## src/rtl/instruction_fetch_pkg.sv

```systemverilog
// Shared definitions for the fetch stage: opcode and condition codes,
// instruction field positions and FSM state encodings.
package instruction_fetch_pkg;

  // Opcodes in bits [31:28]
  localparam logic [3:0] OP_MOV = 4'h1;
  localparam logic [3:0] OP_ADD = 4'h2;
  localparam logic [3:0] OP_JMP = 4'hF;

  // Jump conditions in bits [27:26]
  localparam logic [1:0] COND_UNC = 2'd0;
  localparam logic [1:0] COND_ZRO = 2'd1;
  localparam logic [1:0] COND_NZR = 2'd2;
  localparam logic [1:0] COND_NEG = 2'd3;

  // Field bit positions
  localparam int unsigned OPC_MSB  = 31;
  localparam int unsigned OPC_LSB  = 28;
  localparam int unsigned COND_MSB = 27;
  localparam int unsigned COND_LSB = 26;

  // Fetch FSM states
  localparam logic [1:0] ST_IDLE = 2'd0;
  localparam logic [1:0] ST_RUN  = 2'd1;
  localparam logic [1:0] ST_HALT = 2'd2;

  // Evaluate a jump condition against the current ALU flags
  function automatic logic cond_true(input logic [1:0] cond,
                                     input logic       fz,
                                     input logic       fn);
    logic res;
    unique case (cond)
      COND_UNC: res = 1'b1;
      COND_ZRO: res = fz;
      COND_NZR: res = !fz;
      default:  res = fn;
    endcase
    return res;
  endfunction

endpackage

```

## src/rtl/instruction_fetch_branch_unit.sv

```systemverilog
// Combinational JMP resolution: flags a JMP word and selects the next PC
// (jump target when taken, PC+1 modulo 2^ADDR_W otherwise).
module fetch_branch_unit
  import instruction_fetch_pkg::*;
#(
  parameter int unsigned ADDR_W = 8
) (
  input  logic [3:0]        opcode,
  input  logic [1:0]        cond,
  input  logic              flag_zero,
  input  logic              flag_neg,
  input  logic [ADDR_W-1:0] pc,
  input  logic [ADDR_W-1:0] target,
  output logic              is_jmp,
  output logic [ADDR_W-1:0] next_pc
);

  // Decode JMP and pick the successor address
  always_comb begin
    is_jmp  = (opcode == OP_JMP);
    next_pc = pc + ADDR_W'(1);
    if (is_jmp && cond_true(cond, flag_zero, flag_neg)) begin
      next_pc = target;
    end
  end

endmodule

```

## src/rtl/instruction_fetch.sv

```systemverilog
// Fetch stage: owns the PC, the instruction register and the IDLE/RUN/HALT
// FSM; resolves JMP locally so decode never sees a JMP word.
// Optional feature macro: FETCH_BREAKPOINT_EN adds bp_addr/bp_enable/bp_hit.
module instruction_fetch
  import instruction_fetch_pkg::*;
#(
  parameter int unsigned ADDR_W   = 8,
  parameter int unsigned INSTR_W  = 32,
  parameter int unsigned RESET_PC = 0
) (
  input  logic               clk,
  input  logic               reset,
  input  logic               go,
  input  logic               halt_req,
  input  logic               stall,
  input  logic               flag_zero,
  input  logic               flag_neg,
  input  logic [INSTR_W-1:0] instr_in,
`ifdef FETCH_BREAKPOINT_EN
  input  logic [ADDR_W-1:0]  bp_addr,
  input  logic               bp_enable,
  output logic               bp_hit,
`endif
  output logic [ADDR_W-1:0]  pc_addr,
  output logic [INSTR_W-1:0] instr_out,
  output logic               instr_valid,
  output logic               running
);

  logic [1:0]         state_q, state_d;
  logic [ADDR_W-1:0]  pc_q, pc_d, next_pc;
  logic [INSTR_W-1:0] ir_q, ir_d;
  logic               valid_q, valid_d;
  logic               is_jmp, bp_trig, go_accept, fetch_en;

  assign go_accept = go && ((state_q == ST_IDLE) || (state_q == ST_HALT));
  assign fetch_en  = (state_q == ST_RUN) && !stall;

  fetch_branch_unit #(
    .ADDR_W (ADDR_W)
  ) u_branch (
    .opcode    (instr_in[OPC_MSB:OPC_LSB]),
    .cond      (instr_in[COND_MSB:COND_LSB]),
    .flag_zero (flag_zero),
    .flag_neg  (flag_neg),
    .pc        (pc_q),
    .target    (instr_in[ADDR_W-1:0]),
    .is_jmp    (is_jmp),
    .next_pc   (next_pc)
  );

`ifdef FETCH_BREAKPOINT_EN
  logic bp_hit_q, bp_hit_d, bp_skip_q, bp_skip_d;

  // The skip flag lets the word at bp_addr execute on the first RUN cycle after a resume
  assign bp_trig = bp_enable && (pc_q == bp_addr) && !bp_skip_q;
  assign bp_hit  = bp_hit_q;

  // Sticky hit flag, cleared by an accepted go; skip armed on resume from HALT
  always_comb begin
    bp_hit_d  = bp_hit_q;
    bp_skip_d = bp_skip_q;
    if (go_accept) begin
      bp_hit_d = 1'b0;
    end
    if (go && (state_q == ST_HALT)) begin
      bp_skip_d = 1'b1;
    end
    if (fetch_en) begin
      bp_skip_d = 1'b0;
      if (bp_trig) begin
        bp_hit_d = 1'b1;
      end
    end
  end

  // Breakpoint state registers
  always_ff @(posedge clk) begin
    if (reset) begin
      bp_hit_q  <= 1'b0;
      bp_skip_q <= 1'b0;
    end else begin
      bp_hit_q  <= bp_hit_d;
      bp_skip_q <= bp_skip_d;
    end
  end
`else
  assign bp_trig = 1'b0;
`endif

  // FSM transitions act even under stall; fetch/PC/IR only advance when not stalled
  always_comb begin
    state_d = state_q;
    pc_d    = pc_q;
    ir_d    = ir_q;
    valid_d = valid_q;
    unique case (state_q)
      ST_IDLE: if (go) begin
        state_d = ST_RUN;
        pc_d    = ADDR_W'(RESET_PC);
      end
      ST_RUN:  if (halt_req) state_d = ST_HALT;
      ST_HALT: if (go) state_d = ST_RUN;
      default: state_d = ST_IDLE;
    endcase
    if (!stall) begin
      if (state_q == ST_RUN) begin
        if (bp_trig) begin
          state_d = ST_HALT;
          valid_d = 1'b0;
        end else if (is_jmp) begin
          pc_d    = next_pc;
          valid_d = 1'b0;
        end else begin
          pc_d    = next_pc;
          ir_d    = instr_in;
          valid_d = 1'b1;
        end
      end else begin
        valid_d = 1'b0;
      end
    end
  end

  // PC, instruction register, valid flag and FSM state
  always_ff @(posedge clk) begin
    if (reset) begin
      state_q <= ST_IDLE;
      pc_q    <= ADDR_W'(RESET_PC);
      ir_q    <= '0;
      valid_q <= 1'b0;
    end else begin
      state_q <= state_d;
      pc_q    <= pc_d;
      ir_q    <= ir_d;
      valid_q <= valid_d;
    end
  end

  assign pc_addr     = pc_q;
  assign instr_out   = ir_q;
  assign instr_valid = valid_q;
  assign running     = (state_q == ST_RUN);

endmodule

```

## config.mk

```make
export PLATFORM = sky130hd
export DESIGN_NAME = instruction_fetch
export DESIGN_NICKNAME = d
export VERILOG_FILES = /design/src/rtl/instruction_fetch_pkg.sv /design/src/rtl/instruction_fetch_branch_unit.sv /design/src/rtl/instruction_fetch.sv
export SDC_FILE = /design/constraint.sdc
export NUM_CORES = 1
export LEC_CHECK = 0
export ABC_AREA = 1
export BUFFER_PORTS_ARGS = -buffer_cell sky130_fd_sc_hd__buf_2
export CAP_MARGIN = 20
export CORE_MARGIN = 2
export CORE_UTILIZATION = 25
export DETAILED_ROUTE_END_ITERATION = 10
export GPL_ROUTABILITY_DRIVEN = 0
export HOLD_SLACK_MARGIN = 0.03
export PLACE_DENSITY_LB_ADDON = 0.2
export SLEW_MARGIN = 20
export SYNTH_ARGS = -nofsm -noshare
export SYNTH_HDL_FRONTEND = slang
export SYNTH_SLANG_ARGS = --single-unit
```

## constraint.sdc

```tcl
create_clock -name clk -period 2.5 [get_ports clk]
set_input_delay 0.25 -clock clk [delete_from_list [all_inputs] [get_ports clk]]
set_output_delay 0.25 -clock clk [all_outputs]
set_load 0.005 [all_outputs]
```

==> Yosys cells after proc, flatten, opt, wreduce, memory -nomap -nowiden <==
Cells that the tools add are included.
{ "op_classes": {"n_eq_ne": 7, "n_reduce_logical": 7, "mux": 11, "addsub": 1, "n_bitwise": 2} }
{ "op_table": {"columns": ["op", "count"], "rows": [
  ["8-bit 2-to-1 mux", 5],
  ["8-bit by 1-bit adder with 8-bit output, second input constant", 1],
  ["2-bit by 1-bit equality test with 1-bit output, second input constant", 2],
  ["2-bit equality test, second input constant", 2],
  ["4-bit equality test, second input constant", 1],
  ["2-bit zero test", 2],
  ["2-bit 2-to-1 mux", 2],
  ["2-bit case mux with 2 select lines", 1],
  ["1-bit case mux with 3 select lines", 1],
  ["3-bit AND reduction", 1],
  ["1-bit 2-to-1 mux", 2],
  ["2-bit by 1-bit != test with 1-bit output, second input constant", 1],
  ["2-bit != test, second input constant", 1],
  ["1-bit inverter", 2],
  ["2-bit AND reduction", 1],
  ["2-bit OR reduction", 1],
  ["1-bit logical AND", 1],
  ["1-bit zero test", 1]
]} }
{ "word_totals": {"ff_bits": 43, "word_cells": 32, "input_bits": 39, "output_inout_bits": 42} }

==> Logic depth before layout (Yosys ltp) <==
Gate-level depths: netlist (run 1).
{ "depth": {"word_depth": 6, "mapped_depth": 10} }

==> Hierarchy <==
Synthesis (run 1) repeated with hierarchy kept, for this count alone.
{ "unflattened": {"cells_unflattened": 311, "hier_area_um2": 2172.1} }
{ "modules_own_cells": {"columns": ["module", "n_inst", "cells_per_inst", "area_per_inst_um2"], "rows": [
  ["instruction_fetch", 1, 249, 1874.3],
  ["fetch_branch_unit", 1, 62, 297.8]
]} }

==> Worst setup path before layout (run 1) <==
No wires, ideal clock.
{ "synth_timing": {"kind": "register to register", "from": "register state_q[0]", "to": "register ir_q[1] (netlist: instr_out[1])", "path_stages_with_launch": 9, "required_time_ps": 2384, "path_slack_ps": 1272, "t_arrival_ps": 1113, "n_path_buf": 1, "cell_sequence": "dfxtp_1 > nand2_2 > nor2_8 > inv_4 > nor2_8 > inv_4 > buf_6 > nor2_1 > nor2_1"} }
{ "synth_between": {"elab_chain_cells": 2} }
{ "synth_lines": {"columns": ["item", "line", "text"], "rows": [
  ["start: declaration", "instruction_fetch.sv:30", "logic [1:0] state_q, state_d;"],
  ["start signal: assignment", "instruction_fetch.sv:133", "state_q <= state_d;"],
  ["2-bit by 1-bit equality test with 1-bit output", "instruction_fetch.sv:107", "if (state_q == ST_RUN) begin"],
  ["3-bit AND reduction (no line)", null, null],
  ["end signal: assignment", "instruction_fetch.sv:135", "ir_q <= ir_d;"],
  ["end: declaration", "instruction_fetch.sv:32", "logic [INSTR_W-1:0] ir_q, ir_d;"]
]} }
No other way between the ends.
A chain may end at the register's enable or synchronous reset.

==> Final worst setup path (run 1) <==
{ "layout_timing": {"from": "register state_q[0]", "to": "register ir_q[10] (netlist: instr_out[10])"} }
Same word-level chain as after synthesis.

==> flow_summary_export.csv, run 1 <==
group,metric,value,unit
sta,post-route-period-util,68.3,%
sta,final.min_clock_period,1.71,ns
route,post-route-drc-count,0,
final_layout,fillerInstances,830,
clock_network,h-tree-depth,2,
route,ant_nets,0,
floorplan,io_pins,81,
clock_network,cts-root-buf,"clkbuf_8",
clock_network,clk_pin_slew_worst_paths,0.08,ns
final_layout,nets,371,
sta,finalSetupViolCount,0,
route,vias_per_cell,4.22,
placed_design,dp_cells,423,
global_route,grt_util_met3,4.09,%
sta,fin_ws,0.791,ns
global_route,top_usage_layer,"met2",
placed_design,placed_cell_area,0.00231,mm2
final_layout,multi_input_area,825,um2
floorplan,rows,31,
yosys,avgSynthCellArea,7.31,um2
sta,final_max_slew_viol_count,0,
final_layout,instances_no_fill,431,
global_route,grt_util_met2,18.7,%
final_layout,diodes,0,
global_route,grt_max_degree,38,
final_layout,drive_gt1_share,28.6,%
hold_path,hold_depth,3,
critical_path,arrival,1.89,ns
yosys,yosysSeqAreaShare,46.2,%
sta,final_hold_viol_count,0,
hold_path,hp-class,"input port to register",
global_route,grt.met1_usage,16.7,%
critical_path,crit_path_end_kind,"register",
placed_design,place_hpwl,3600,um
critical_path,critPathMaxStageDelay,0.40,ns
route,drtIter0Drc,102,
route,num_vias,1817,
sta,rsz0062_at_grt,"false",
critical_path,worst_r2r_path_depth,7,
power,p_comb_share,13.6,%
yosys,synth_top_area_cell,"dfxtp_1",
sta,skew,0.00281,ns
clock_network,cts_buffers,5,
critical_path,critPathTopFamily,"simple AND/OR/NAND/NOR gates",
power,seqPwrFrac,55.0,%
critical_path,path_cells,"nand2_2 -> nor2_8 -> inv_4 -> nor2_8 -> inv_4 -> nor2_1 -> nor2_1",
yosys,synth_top_cell_area_share,46.2,%
power,p_int,0.998,mW
floorplan,dieWidth,90.4,um
power,leakage,1.25,nW
power,p_sw_share,26.4,%
floorplan,coreArea,0.00725,mm2
power,power.switching,0.358,mW
floorplan,die_area,0.00816,mm2
sta,tightest_slew,0.498,ns
route,avgRoutedWirePerCell,11.5,um
critical_path,crit_slowest_cell,"nor2_8",
sta,max_freq,585,MHz
global_route,overflow,0,
placed_design,dp_slack,0.802,ns
floorplan,initial_core_util,25.7,%
route,wirelength,4960,um
yosys,synthCells,255,
clock_network,post_cts_buffers,0,
route,dr.pass1.iters,4,
clock_network,clkSinkCount,43,
critical_path,crit_fanout,37,
run,cap_violations,0,
status,status,"complete, no violations",
critical_path,critical_path_class,"register to register",
yosys,synth_seq_cells,43,
sta,timing.slew.headroom,66.8,%
global_route,antenna_found_initial,0,
critical_path,cp_num_buf_inv,2,
global_route,grt_use_total,12.3,%
global_route,grt_pass1_vias,1658,
final_layout,register_area,861,um2
sta,hold_slack,0.178,ns
global_route,grt_pass1_wl,8250,um
yosys,synth_cell_types,25,
sta,setup_tns,0,ns
clock_network,insertion_delay,0.29,ns
critical_path,cp.depth,7,
final_layout,final_area,0.00239,mm2
power,power.density,567,mW/mm2
yosys,syn-cell-area,0.00186,mm2
clock_network,cts_resized,0,
clock_network,hold_buffers,0,
critical_path,critPathLaunchType,"register",
clock_network,cts_buffer_depth,2,
floorplan,die_h,90.4,um
power,clock_power_share,31.4,%
placed_design,portBuffers,80,
yosys,synthTopCellsByArea,"dfxtp_1 46%, nor2_1 12%, nand2_1 7.7%",
critical_path,crit_required,2.69,ns
yosys,syn_nets,295,
power,peakVddDrop,0.264,mV
yosys,yosysWarningCount,0,
final_layout,area_growth,28.2,%
clock_network,cts_tree,"yes",
[routing by layer]
metal / up-vias / wire (um)
li1: 954 / -
met1: 791 / 2390
met2: 65 / 2120
met3: 7 / 396
met4: 0 / 51
met5: - / 0
[power groups by stage]
stage                     Clock (mW)  Sequential, mW  Combinational [mW]
after CTS                      0.450           0.746               0.188
final                          0.425           0.746               0.185
after detailed placement           0           0.761               0.187
after floorplan                    0           0.762              0.0996
after global placement             0           0.762               0.187
after global routing           0.485           0.751               0.212
[path summary, 6_finish.rpt]
kind / startpoint / endpoint / slack (ns)
setup / recovery: state_q[0]$_SDFFE_PP0P_ / instr_out[10]$_SDFFE_PP0P_ / 0.79
hold / removal: instr_in[23] / instr_out[23]$_SDFFE_PP0P_ / 0.18
setup reg to reg: state_q[0]$_SDFFE_PP0P_ / instr_out[10]$_SDFFE_PP0P_ / 0.79
hold reg to reg: instr_out[30]$_SDFFE_PP0P_ / instr_out[30]$_SDFFE_PP0P_ / 0.47
[final cells by class]
class / count / area share [%]
clock inverter: 1 / 0.209
multi-input combinational: 176 / 34.5
timing repair buffer: 80 / 16.8
clock buffer: 7 / 3.19
sequential: 43 / 36.0
inverter: 25 / 4.14
tap: 99 / 5.18
[Yosys cell counts (all sizes together)]
library cell and n:
nor2 65, dfxtp 43, nand2 39, o21ai 38, inv 25, a21oi 13
nand3 13, buf 7, clkbuf 4, xor2 2, a31oi 1, ha 1
nand3b 1, o211ai 1, o21a 1, xnor2 1
[flip-flops by register name, indices dropped and copies added, names as in the netlist]
name         cells
instr_valid      1
state_q          2
pc_addr          8
instr_out       32
[through the flow]
stage                     util [%]  power [mW]
final                         32.9        1.36
after global routing          32.9        1.45
after CTS                     32.9        1.38
after detailed placement      31.8       0.948
after global placement        31.8       0.949
after floorplan                  -       0.862
[tightest hold or removal path, stage by stage]
cell and delay [ns]:
buf_2 0.08, nor2_1 0.03, nor2_1 0.08
[placed cells by master (no fill, tap or decap), types with 2 or more instances in the layout]
cell type and count:
a21oi_1 12, buf_2 80, clkbuf_1 2, clkbuf_8 5
dfxtp_1 43, inv_1 21, inv_2 2, inv_4 2
nand2_1 38, nand3_1 13, nor2_1 62, nor2_8 2
o21ai_0 28, o21ai_1 10, xor2_1 2
[cell families after synthesis]
group | count (synthesis) | share of synthesized area (%)
adder cells (fa/ha/maj) | 1 | 0.671
buffers and inverters | 36 | 9.60
XOR/XNOR | 3 | 1.41
AO/OA/AOI/OAI | 54 | 15.0
AND/OR/NAND/NOR | 118 | 27.1
flip-flops | 43 | 46.2
Power figures use the tool's default switching activity.
==> run 2, diff against run 1 <==
--- a/config.mk
+++ b/config.mk
@@ -5,7 +5,7 @@
 export SDC_FILE = /design/constraint.sdc
 export NUM_CORES = 1
 export LEC_CHECK = 0
-export ABC_AREA = 1
+export ABC_AREA = 0
 export BUFFER_PORTS_ARGS = -buffer_cell sky130_fd_sc_hd__buf_2
 export CAP_MARGIN = 20
 export CORE_MARGIN = 2
==> constraint.sdc (replaced) <==
create_clock -name clk -period 1.67 [get_ports clk]
set_input_delay 0.167 -clock clk [delete_from_list [all_inputs] [get_ports clk]]
set_output_delay 0.167 -clock clk [all_outputs]
set_load 0.005 [all_outputs]
==> run 2 against run 1 <==
  * Synthesized cell count down 16%
  * Register-to-register slack worse by 0.61 ns
  * Fmax up 15%
  * Sequential share of layout area about the same
  * Critical path type unchanged
  * Sequential cell count unchanged
  * Area after synthesis down 3.4%
  * Cell area about the same
  * Die area down 3.3%
  * Non-clock buffer count up 8
  * Via count down 7.4%
==> flow_summary_export.csv, run 2 <==
group,metric,value,unit
final_layout,nets,336,
global_route,grt_util_met2,19.9,%
sta,max_freq,674,MHz
global_route,antenna_found_initial,0,
floorplan,die_area,0.00790,mm2
critical_path,path_cells,"nor3b_4 -> nand2b_1 -> o32ai_2 -> o2bb2ai_1",
critical_path,critPathMaxStageDelay,0.42,ns
run,cap_violations,0,
sta,post-route-period-util,88.9,%
clock_network,insertion_delay,0.29,ns
sta,final_max_slew_viol_count,0,
route,wirelength,5030,um
power,peakVddDrop,0.270,mV
final_layout,layout_common_cells,"80 x buf_2, 60 x nand2_1, 43 x dfxtp_1, 31 x a21oi_1, 13 x nor2_1",
clock_network,post_cts_buffers,0,
yosys,yosysWarningCount,0,
critical_path,crit_path_end_kind,"register",
yosys,synth_cell_types,36,
clock_network,cts_tree,"yes",
yosys,synthCells,213,
critical_path,critPathLaunchType,"register",
final_layout,drive_gt1_share,34.7,%
sta,final_hold_viol_count,0,
clock_network,hold_buffers,0,
yosys,avgSynthCellArea,8.45,um2
floorplan,initial_core_util,26.2,%
critical_path,r2r_start,"state_q[0]$_SDFFE_PP0P_",
route,num_vias,1682,
yosys,async_flop_share,0,%
clock_network,clkSinkCount,43,
yosys,syn_nets,253,
global_route,grt_max_degree,29,
sta,skew,0.00240,ns
floorplan,rows,30,
yosys,synth_seq_cells,43,
global_route,grt.met1_usage,18.3,%
clock_network,cts_buffer_depth,2,
critical_path,critical_path_class,"register to register",
route,post-route-drc-count,0,
placed_design,place_hpwl,3730,um
yosys,synth_most_common_cell,"nand2_1",
critical_path,critPathTopFamily,"simple AND/OR/NAND/NOR gates",
yosys,syn-cell-area,0.00180,mm2
yosys,synth_top_area_cell,"dfxtp_1",
sta,final.min_clock_period,1.48,ns
critical_path,reg2reg_to,"pc_addr[2]$_SDFF_PP0_",
critical_path,worst_r2r_path_depth,4,
final_layout,area_growth,32.7,%
critical_path,cp_num_buf_inv,0,
hold_path,hp-start,"instr_in[17]",
sta,timing.slew.headroom,72.1,%
critical_path,arrival,1.71,ns
floorplan,coreArea,0.00687,mm2
power,power.density,830,mW/mm2
route,avgRoutedWirePerCell,12.8,um
route,vias_per_cell,4.28,
placed_design,portBuffers,80,
floorplan,io_pins,81,
critical_path,r2r_setup_slack,0.19,ns
global_route,grt_pass1_wl,7880,um
final_layout,diodes,0,
clock_network,h-tree-depth,2,
clock_network,cts_buffers,5,
hold_path,min_to,"instr_out[17]$_SDFFE_PP0P_",
sta,finalSetupViolCount,0,
route,drtIter0Drc,105,
global_route,top_usage_layer,"met2",
hold_path,hold_depth,3,
hold_path,hp-class,"input port to register",
critical_path,crit_slowest_cell,"dfxtp_1",
final_layout,largest_reg_flops,32,
status,status,"complete, no violations",
yosys,synthTopCellsByArea,"dfxtp_1 48%, nand2_1 13%, a21oi_1 8.6%",
final_layout,final_common_cell,"buf_2",
global_route,grt_use_total,13.2,%
yosys,synth_flop_cell,"dfxtp_1",
sta,tightest_slew,0.419,ns
yosys,synth_top_cell_area_share,47.8,%
clock_network,clk_pin_slew_worst_paths,0.08,ns
yosys,yosysSeqAreaShare,47.8,%
power,leakage,1.05,nW
critical_path,crit_fanout,8,
global_route,overflow,0,
yosys,synth.top_cells.by_count,"60 x nand2_1, 43 x dfxtp_1, 31 x a21oi_1, 13 x nor2_1",
sta,setup_tns,0,ns
floorplan,dieWidth,88.9,um
route,dr.pass1.iters,4,
yosys,synth_edf_count,0,
sta,hold_slack,0.0983,ns
final_layout,fillerInstances,754,
clock_network,cts_resized,0,
route,ant_nets,0,
global_route,grt_pass1_vias,1538,
floorplan,die_h,88.9,um
clock_network,cts-root-buf,"clkbuf_8",
critical_path,crit_required,1.90,ns
sta,rsz0062_at_grt,"false",
global_route,grt_util_met3,2.99,%
run 2: cell types whose count changed in the layout (fill, tap and decap cells not counted), sizes merged, moves of 20 or more:
cell,previous run,this run
inv,25,1
a21oi,13,33
nand2,39,60
nor2,65,13
o21ai,38,3
run 2: cell families (layout without fill, tap and decap cells):
group	count (synthesis)	in the layout	synth area share, %
compound gates	47	47	16.7
xor+xnor	4	4	1.95
fa+ha+maj	1	1	0.695
buf+inv	13	97	4.52
flops	43	43	47.8
mux	3	3	1.95
simple gates	102	102	26.3
run 2: metrics by stage:
step,total power [mW],cells,util (%),instance area [um2],setup WS (ns)
floorplan,1.23,213,-,1800,0.374
global placement,1.35,385,33.5,2300,0.217
detailed placement,1.35,385,33.5,2300,0.194
CTS,2.02,393,34.8,2390,0.189
global route,2.10,393,34.8,2390,0.0592
finish,1.98,393,34.8,2390,0.185
run 2: how the worst max path moves through the flow:
stage                                  from                    end  slack, ns  cells past startpoint
CTS                 state_q[0]$_SDFFE_PP0P_  pc_addr[2]$_SDFF_PP0_       0.19                      4
detailed placement  state_q[0]$_SDFFE_PP0P_  pc_addr[2]$_SDFF_PP0_       0.19                      4
floorplan             pc_addr[0]$_SDFF_PP0_  pc_addr[6]$_SDFF_PP0_       0.37                      4
finish              state_q[0]$_SDFFE_PP0P_  pc_addr[2]$_SDFF_PP0_       0.19                      4
global placement    state_q[0]$_SDFFE_PP0P_  pc_addr[2]$_SDFF_PP0_       0.22                      4
global route        state_q[0]$_SDFFE_PP0P_  pc_addr[2]$_SDFF_PP0_       0.06                      4
run 2: final cells by class:
class	instances	area (um2)	share of cell area, %
clock inverters	2	12.5	0.524
well taps	96	120	5.03
multi-input cells	157	858	35.9
repair buffers	88	460	19.3
inverters	1	3.75	0.157
clock buffers	6	72.6	3.04
flip-flops and latches	43	861	36.0
run 2: worst min-delay path, stage by stage:
cell and delay, ns:
buf_2 0.09, nand2_1 0.04, a21oi_1 0.05
run 2: where the power goes:
part	internal, mW	switching [mW]	total (mW)
combinational	0.111	0.131	0.242
sequential	1.06	0.0213	1.08
clock	0.293	0.366	0.659
run 2: metal layers:
metal | routed length (um) | share of wire (%) | vias up
met5 | 0 | 0 | -
li1 | - | - | 881
met1 | 2400 | 48 | 759
met3 | 204 | 4.1 | 5
met4 | 80 | 1.6 | 0
met2 | 2350 | 47 | 37
==> run 3, diff against run 2 <==
--- a/config.mk
+++ b/config.mk
@@ -9,7 +9,7 @@
 export BUFFER_PORTS_ARGS = -buffer_cell sky130_fd_sc_hd__buf_2
 export CAP_MARGIN = 20
 export CORE_MARGIN = 2
-export CORE_UTILIZATION = 25
+export CORE_UTILIZATION = 45
 export DETAILED_ROUTE_END_ITERATION = 10
 export GPL_ROUTABILITY_DRIVEN = 0
 export HOLD_SLACK_MARGIN = 0.03
==> run 3 against run 2 <==
  * Combinational power down 3%
  * Final cell count decreased by 13%
  * Cell area is 0.63% lower
  * Non-clock buffer count is 2 lower
  * Clock skew increased by 0.0033 ns
  * Sequential power hardly changed
  * Via count up 1.8%
  * Total power is 13% higher
  * Die area shrank 43%
  * Critical path depth stayed put
  * Critical path type unchanged
  * Critical endpoint unchanged
  * Largest power group unchanged
==> flow_summary_export.csv, run 3 (same netlist as run 2, synthesis figures left out) <==
group,metric,value,unit
global_route,grt_util_met3,6.33,%
route,post-route-drc-count,0,
clock_network,post_cts_buffers,0,
final_layout,largest_reg_flops,32,
hold_path,hp-class,"input port to register",
power,power.density,947,mW/mm2
final_layout,final_common_cell,"buf_2",
power,peakVddDrop,0.751,mV
clock_network,cts_tree,"yes",
floorplan,die_h,67.3,um
sta,final_hold_viol_count,0,
sta,final_max_slew_viol_count,0,
route,dr.pass1.iters,4,
global_route,top_usage_layer,"met2",
clock_network,clkSinkCount,43,
floorplan,coreArea,0.00374,mm2
route,num_vias,1712,
global_route,antenna_found_initial,0,
final_layout,instances_no_fill,343,
clock_network,hold_buffers,0,
hold_path,hold_depth,3,
critical_path,crit_slowest_cell,"dfxtp_1",
critical_path,crit_required,1.89,ns
sta,post-route-period-util,89.2,%
final_layout,layout_common_cells,"80 x buf_2, 60 x nand2_1, 43 x dfxtp_1, 31 x a21oi_1, 13 x nor2_1",
final_layout,diodes,0,
placed_design,placed_cell_area,0.00224,mm2
critical_path,critPathMaxStageDelay,0.43,ns
floorplan,initial_core_util,48.1,%
final_layout,area_growth,31.8,%
critical_path,critPathTopFamily,"simple AND/OR/NAND/NOR gates",
sta,skew,0.00572,ns
critical_path,crit_fanout,8,
critical_path,crit_path_end_kind,"register",
sta,finalSetupViolCount,0,
floorplan,io_pins,81,
placed_design,portBuffers,80,
global_route,grt_max_degree,30,
route,vias_per_cell,4.99,
route,drtIter0Drc,102,
placed_design,place_hpwl,3150,um
route,avgRoutedWirePerCell,12.6,um
route,wirelength,4340,um
floorplan,rows,22,
clock_network,clk_pin_slew_worst_paths,0.08,ns
clock_network,insertion_delay,0.29,ns
final_layout,nets,334,
final_layout,drive_gt1_share,34.2,%
floorplan,die_area,0.00452,mm2
clock_network,h-tree-depth,2,
final_layout,final_area,0.00237,mm2
clock_network,cts_buffers,5,
clock_network,cts_buffer_depth,2,
placed_design,dp_cells,335,
sta,timing.slew.headroom,72.6,%
global_route,grt.met1_usage,26.0,%
critical_path,cp.depth,4,
sta,max_freq,671,MHz
sta,rsz0062_at_grt,"false",
critical_path,worst_r2r_path_depth,4,
sta,setup_tns,0,ns
status,status,"complete, no violations",
route,ant_nets,0,
global_route,grt_pass1_wl,6970,um
global_route,grt_use_total,20.4,%
critical_path,arrival,1.71,ns
critical_path,critPathLaunchType,"register",
sta,final.min_clock_period,1.49,ns
critical_path,critical_path_class,"register to register",
sta,hold_slack,0.107,ns
critical_path,cp_num_buf_inv,0,
final_layout,fillerInstances,352,
clock_network,cts_resized,0,
critical_path,path_cells,"nor3b_4 -> nand2b_1 -> o32ai_2 -> o2bb2ai_1",
global_route,grt_pass1_vias,1591,
sta,tightest_slew,0.410,ns
global_route,overflow,0,
global_route,grt_util_met2,32.4,%
clock_network,cts-root-buf,"clkbuf_8",
run,cap_violations,0,
power,leakage,1.07,nW
floorplan,dieWidth,67.3,um
==> run 3: cell types whose count changed in the layout (fill, tap and decap cells not counted), sizes merged <==
cell,delta
buf,-2
bufinv,+2
clkinvlp,-1
clkinv,-1
==> run 3: worst reg2reg max path, cell delays in order, from the launching register on <==
cell       delay (ns)
dfxtp_1          0.43
nor3b_4          0.28
nand2b_1         0.28
o32ai_2          0.32
o2bb2ai_1        0.13
==> run 3: where the power goes <==
| group | switching (mW) | total [mW] | internal, mW |
|---|---|---|---|
| clock | 0.332 | 0.929 | 0.597 |
| combinational | 0.124 | 0.235 | 0.111 |
| sequential | 0.0223 | 1.08 | 1.06 |
==> run 3: final timing paths <==
kind | from | endpoint | slack (ns)
max | state_q[0]$_SDFFE_PP0P_ | pc_addr[2]$_SDFF_PP0_ | 0.18
min | instr_in[25] | instr_out[25]$_SDFFE_PP0P_ | 0.11
max reg2reg | state_q[0]$_SDFFE_PP0P_ | pc_addr[2]$_SDFF_PP0_ | 0.18
min reg2reg | instr_out[27]$_SDFFE_PP0P_ | instr_out[27]$_SDFFE_PP0P_ | 0.46
==> run 3: metrics by stage <==
| stage | setup slack [ns] | power [mW] | util [%] |
|---|---|---|---|
| finish | 0.180 | 2.25 | 63.4 |
| global route | 0.104 | 2.35 | 63.4 |
| detailed placement | 0.212 | 1.34 | 59.9 |
| CTS | 0.196 | 2.27 | 63.4 |
| floorplan | 0.374 | 1.23 | - |
| global placement | 0.228 | 1.34 | 59.9 |
==> run 3: final cells by class <==
class	instances	area, um2	share of cell area (%)
multi-input combinational	157	858	36.2
clock buffer	6	72.6	3.06
timing repair buffer	86	458	19.3
sequential	43	861	36.3
inverter	1	3.75	0.158
clock inverter	2	60.1	2.53
tap	48	60.1	2.53
==> run 3: routing by layer <==
layer,part of all wire [%],routed length (um)
met5,0,0
met3,6.2,267
met2,45,1940
met1,48,2080
met4,1.1,48
